**config.mk**
```make
export PLATFORM = sky130hd
export DESIGN_NAME = main_kernel_out_serializer
export DESIGN_NICKNAME = d
export VERILOG_FILES = /design/src/rtl/main_kernel_out_serializer.sv
export SDC_FILE = /design/constraint.sdc
export NUM_CORES = 1
export LEC_CHECK = 0
export CORE_UTILIZATION = 45
export DETAILED_ROUTE_END_ITERATION = 7
export MAX_ROUTING_LAYER = met4
export PLACE_DENSITY = 0.67
export REMOVE_ABC_BUFFERS = 1
export SETUP_SLACK_MARGIN = 0.02
export SLEW_MARGIN = 20
export SYNTH_ARGS = -nofsm -noshare
export SYNTH_HDL_FRONTEND = slang
export SYNTH_SLANG_ARGS = --single-unit
```
**constraint.sdc**
```tcl
create_clock -name clk -period 5.8 [get_ports clk]
set_input_delay 1.16 -clock clk [delete_from_list [all_inputs] [get_ports clk]]
set_output_delay 1.16 -clock clk [all_outputs]
set_load 0.01 [all_outputs]
```
**src/rtl/main_kernel_out_serializer.sv**
```systemverilog
// Serializes the four kernel output lanes (un, xn, vn, yn) of each element into one stream,
// buffering whole elements in a small FIFO and tagging every beat with its lane number.
module main_kernel_out_serializer #(
    parameter int STREAMW = 34,
    parameter int DEPTH   = 4,
    parameter int NELEM   = 1024,
    parameter int CNTW    = 32
) (
    input  logic               clk,
    input  logic               rst,
    input  logic               start,
    input  logic               ivalid,
    output logic               iready,
    input  logic [STREAMW-1:0] un,
    input  logic [STREAMW-1:0] xn,
    input  logic [STREAMW-1:0] vn,
    input  logic [STREAMW-1:0] yn,
    output logic [STREAMW-1:0] dout,
    output logic [1:0]         lane,
    output logic               ovalid,
    input  logic               oready,
    output logic               olast,
    output logic               done,
    output logic [CNTW-1:0]    elem_count
);

    localparam int AW = (DEPTH > 1) ? $clog2(DEPTH) : 1;
    localparam logic [AW:0]     DEPTH_C  = (AW+1)'(DEPTH);
    localparam logic [CNTW-1:0] NELEM_C  = CNTW'(NELEM);
    localparam logic [CNTW-1:0] LAST_IDX = CNTW'(NELEM - 1);

    typedef enum logic [1:0] {
        IDLE,
        RUN,
        DONE
    } state_t;

    state_t state;
    state_t state_nxt;

    logic [4*STREAMW-1:0] mem [DEPTH];
    logic [4*STREAMW-1:0] head;
    logic [AW-1:0]        wr_ptr;
    logic [AW-1:0]        rd_ptr;
    logic [AW:0]          fifo_count;
    logic [CNTW-1:0]      accepted;
    logic                 push;
    logic                 pop;
    logic                 out_hs;
    logic                 run_entry;

    // Outputs are gated by rst so nothing looks valid or ready while reset is held.
    assign iready    = rst && (state == RUN) && (fifo_count < DEPTH_C) && (accepted < NELEM_C);
    assign ovalid    = rst && (fifo_count != '0);
    assign done      = rst && (state == DONE);
    assign olast     = ovalid && (lane == 2'd3) && (elem_count == LAST_IDX);
    assign push      = ivalid && iready;
    assign out_hs    = ovalid && oready;
    assign pop       = out_hs && (lane == 2'd3);
    assign run_entry = start && (state != RUN);
    assign head      = mem[rd_ptr];

    always_comb begin
        dout = head[STREAMW-1:0];
        case (lane)
            2'd0:    dout = head[STREAMW-1:0];
            2'd1:    dout = head[2*STREAMW-1:STREAMW];
            2'd2:    dout = head[3*STREAMW-1:2*STREAMW];
            default: dout = head[4*STREAMW-1:3*STREAMW];
        endcase
    end

    always_comb begin
        state_nxt = state;
        case (state)
            IDLE:    if (start) state_nxt = RUN;
            RUN:     if (out_hs && olast) state_nxt = DONE;
            DONE:    if (start) state_nxt = RUN;
            default: state_nxt = IDLE;
        endcase
    end

    always_ff @(posedge clk) begin
        if (!rst) state <= IDLE;
        else      state <= state_nxt;
    end

    // Element storage keeps all four lanes of an element in one word, un in the low bits.
    always_ff @(posedge clk) begin
        if (push) mem[wr_ptr] <= {yn, vn, xn, un};
    end

    always_ff @(posedge clk) begin
        if (!rst) begin
            wr_ptr     <= '0;
            rd_ptr     <= '0;
            fifo_count <= '0;
        end else begin
            if (push) wr_ptr <= wr_ptr + 1'b1;
            if (pop)  rd_ptr <= rd_ptr + 1'b1;
            case ({push, pop})
                2'b10:   fifo_count <= fifo_count + 1'b1;
                2'b01:   fifo_count <= fifo_count - 1'b1;
                default: fifo_count <= fifo_count;
            endcase
        end
    end

    // A run only starts from IDLE or DONE, where the FIFO is already drained.
    always_ff @(posedge clk) begin
        if (!rst) begin
            lane       <= 2'd0;
            accepted   <= '0;
            elem_count <= '0;
        end else if (run_entry) begin
            lane       <= 2'd0;
            accepted   <= '0;
            elem_count <= '0;
        end else begin
            if (push)   accepted   <= accepted + 1'b1;
            if (out_hs) lane       <= lane + 2'd1;
            if (pop)    elem_count <= elem_count + 1'b1;
        end
    end

endmodule

```
==> summary.txt <==
Clock network
  • CTS Sinks: 621
  • Post-CTS Repair Setup Buffers: 0
  • Clk_lat worst skew: 0.61 ns
  • CTS tree: yes
  • Total CTS buffers: 61
  • Post-CTS resize count: 0
  • Root buffer selected by CTS: clkbuf_16
  • Clk pin slew, worst setup/hold paths: 0.06 ns
  • H-tree Lvls: 2
  • Hold-fix buffers at CTS: 0
  • Clock buffer depth: 3

Global route
  • Global-route wire length before repair: 77.47 mm
  • Largest net degree at the start of global routing: 84
  • Global Route Usage Sum: 19.48%
  • Vias in the first global route: 13210
  • Grt ovf: 0
  • Initial antenna violation count: 6

Floorplanning
  • CORE AREA: 0.05276 mm²
  • Initial Utilization: 45.78%
  • DIE AREA: 0.05461 mm²
  • Row cnt: 84
  • Width of the die: 233.7 µm
  • IO Pins: 213
  • Die Ht: 233.7 µm

Min path
  • Cell depth of the worst hold path: 1
  • Min-Delay Startpoint: accepted[11]
  • Worst Hold Class: reg -> reg
  • Hold Path Sink: accepted[11]

Synthesis
  • Top FF cell, synth: edfxtp_1
  • Post-synthesis register bit count: 621
  • Post-synth EDFFs: 544
  • Netlist cell types: 50
  • Synth Area per Inst: 18.90 µm²
  • Sequential area share after synthesis: 74.01%
  • Warnings from Yosys: 0
  • Post-synth ARST share: 0%
  • Synthesized area: 0.02415 mm²
  • Syn Inst Count: 1278

STA
  • Least-Margin Pin Slew: 1.093 ns
  • Setup repair after global routing missed its margin: false
  • Max frequency: 0.2265 GHz
  • Final Hold Fails: 0
  • Final worst-path cycle share: 76.13%
  • Tmin final: 4.415 ns
  • Slew Limit Fails: 0
  • Worst Setup Slack, final: 1.385 ns
  • Layout Skew: 0.01560 ns
  • Final setup viols: 0
  • Relative slew slack: 27.16%

Setup path
  • CP Max Fanout: 27
  • R2r worst-path depth: 5
  • Critical path's largest stage delay: 0.87 ns
  • Critical Path RT: 4.64 ns
  • FF-to-FF Start: accepted[13]
  • FF-to-FF End: mem[1][116]
  • R2r setup slk: 2.75 ns
  • CP Data Arrival Time: 3.26 ns
  • Worst setup SP type: flop
  • Slowest library cell on the worst path: ha_2
  • CP cell instances: inv_1, ha_2, buf_4, a22oi_1, a21oi_1, clkdlybuf4s50_1
  • CP Capture Type: primary output
  • Critical path type: reg -> out

Status
  • Violated checks: DRC
  • Status: finished with violations

Route
  • Final ANT Viol Nets: 0
  • Via count: 12610
  • Detail-routed net length per standard cell: 22.55 µm
  • DR iter-0 viols: 924
  • Vias per cell: 5.604
  • Routed WL: 50.74 mm
  • Initial DRT Pass Iterations: 7
  • DRC: 20

Final layout
  • Area Growth Syn to Fin: 20.10%
  • Fin nets: 1661
  • Filler Cells Inserted: 4150
  • Share of cells above drive strength 1: 16.84%
  • Finished Cell Area: 0.02901 mm²

Placement
  • Dpl cell area: 0.02713 mm²
  • DP Wirelength: 29.20 mm
  • GP Congestion: 0.8299
  • IO Port Bufs: 212
  • Setup WS pre-CTS: 1.529 ns

Power and ir drop
  • Peak VDD IR: 0.0002648 V
  • Leak: 8.967 nW
  • Pwr per Cell Area: 305.3 mW/mm²

Job
  • Max-cap viol count: 0
-- area by class of cell --
type	count	area, µm²	area share (%)
inverter	16	60.06	0.2070
timing repair buffer	232	2385	8.221
sequential	621	17880	61.65
antenna	6	15.01	0.05176
clock inverter	32	231.5	0.7979
tap	688	860.8	2.967
clock buffer	80	1635	5.637
multi-input combinational	575	5937	20.47
-- cells by family (layout without fill, tap and decap cells) --
group / count (synthesis) / count (layout) / synth area share [%]
AO/OA/AOI/OAI: 150 / 150 / 3.776
XOR/XNOR: 12 / 12 / 0.4351
adder cells (fa/ha/maj): 13 / 13 / 0.7045
buffers and inverters: 82 / 360 / 1.523
flip-flops: 621 / 621 / 74.01
multiplexers: 154 / 154 / 13.43
other: 0 / 6 / 0
AND/OR/NAND/NOR: 246 / 246 / 6.123
-- stage by stage --
stage	TNS, ns	hold WS [ns]	power, mW	cells	util [%]
finish	0	0.4612	8.857	2250	54.98
global route	0	0.4730	9.145	2250	54.98
CTS	0	0.4653	8.963	2244	54.95
detailed placement	0	0.4448	5.271	2132	51.42
global placement	0	0.4427	5.259	2132	51.42
floorplan	-66.24	0.4302	5.086	1212	-
-- synth_stat cells (7+ instances only) --
library cell	instances	share of area [%]
edfxtp_1	544	68
mux4_2	136	13
a21oi_1	88	1.8
dfxtp_1	77	6.4
nand2_1	37	0.57
clkbuf_1	35	0.54
nor2b_1	35	0.91
a22oi_1	34	1.1
and2_1	28	0.73
nor4_1	25	0.65
buf_2	24	0.50
nand3_1	21	0.44
nand2b_1	20	0.52
mux2i_1	18	0.75
nor2_1	16	0.25
inv_1	14	0.22
o31ai_1	14	0.44
or4_1	14	0.44
ha_1	12	0.62
and4_1	11	0.40
nand4_1	11	0.28
nor3_1	9	0.19
xnor2_1	7	0.25
-- placed cells by master (no fill, tap or decap), types with 16 or more instances in the layout --
cell type        instances
edfxtp_1               544
clkdlybuf4s50_1        212
mux4_2                 136
a21oi_1                 88
dfxtp_1                 75
clkbuf_16               61
nand2_1                 37
nor2b_1                 35
a22oi_1                 34
nor4_1                  25
and2_1                  24
nand3_1                 21
nand2b_1                20
mux2i_1                 18
nor2_1                  16
-- routing by layer --
metal	vias to the layer above	wire length, µm	part of all wire [%]	track usage (%)
met3	73	3159	6.2	3.662
met5	-	0	0	-
li1	5686	-	-	-
met1	6527	21280	42	25.09
met2	323	25210	50	31.55
met4	0	1100	2.2	5.722
-- state kept, by name, summed over array words and instances, names as in the netlist, named ones only --
name / count
mem: 544
accepted: 32
elem_count: 32
fifo_count: 3
lane: 2
rd_ptr: 2
state: 2
wr_ptr: 2
-- where the power goes --
part / switching [mW] / total [mW] / internal, mW / leakage [nW]
clock network: 1.62 / 3.68 / 2.07 / 0.918
registers: 0.00891 / 4.90 / 4.89 / 5.53
logic: 0.130 / 0.270 / 0.141 / 2.52
total: 1.75 / 8.86 / 7.10 / 8.97
-- worst max path at each step --
stage               startpoint         end  slack (ns)
detailed placement         rst  mem[1][50]        1.53
finish                 lane[0]    dout[11]        1.38
CTS                    lane[1]    dout[23]        1.28
global route           lane[1]    dout[12]        1.18
global placement           rst  mem[1][48]        1.63
floorplan                 flop     dout[0]       -1.95
-- worst max-delay path, delay by kind of cell, from the launching register on --
| family | cells | cell delay [ns] |
|---|---|---|
| AO/OA/AOI/OAI | 2 | 0.34 |
| adder cells (fa/ha/maj) | 1 | 0.87 |
| buffers and inverters | 3 | 1.04 |
| flip-flops | 1 | 0.36 |
No activity file was read; power rests on OpenSTA's default activity.
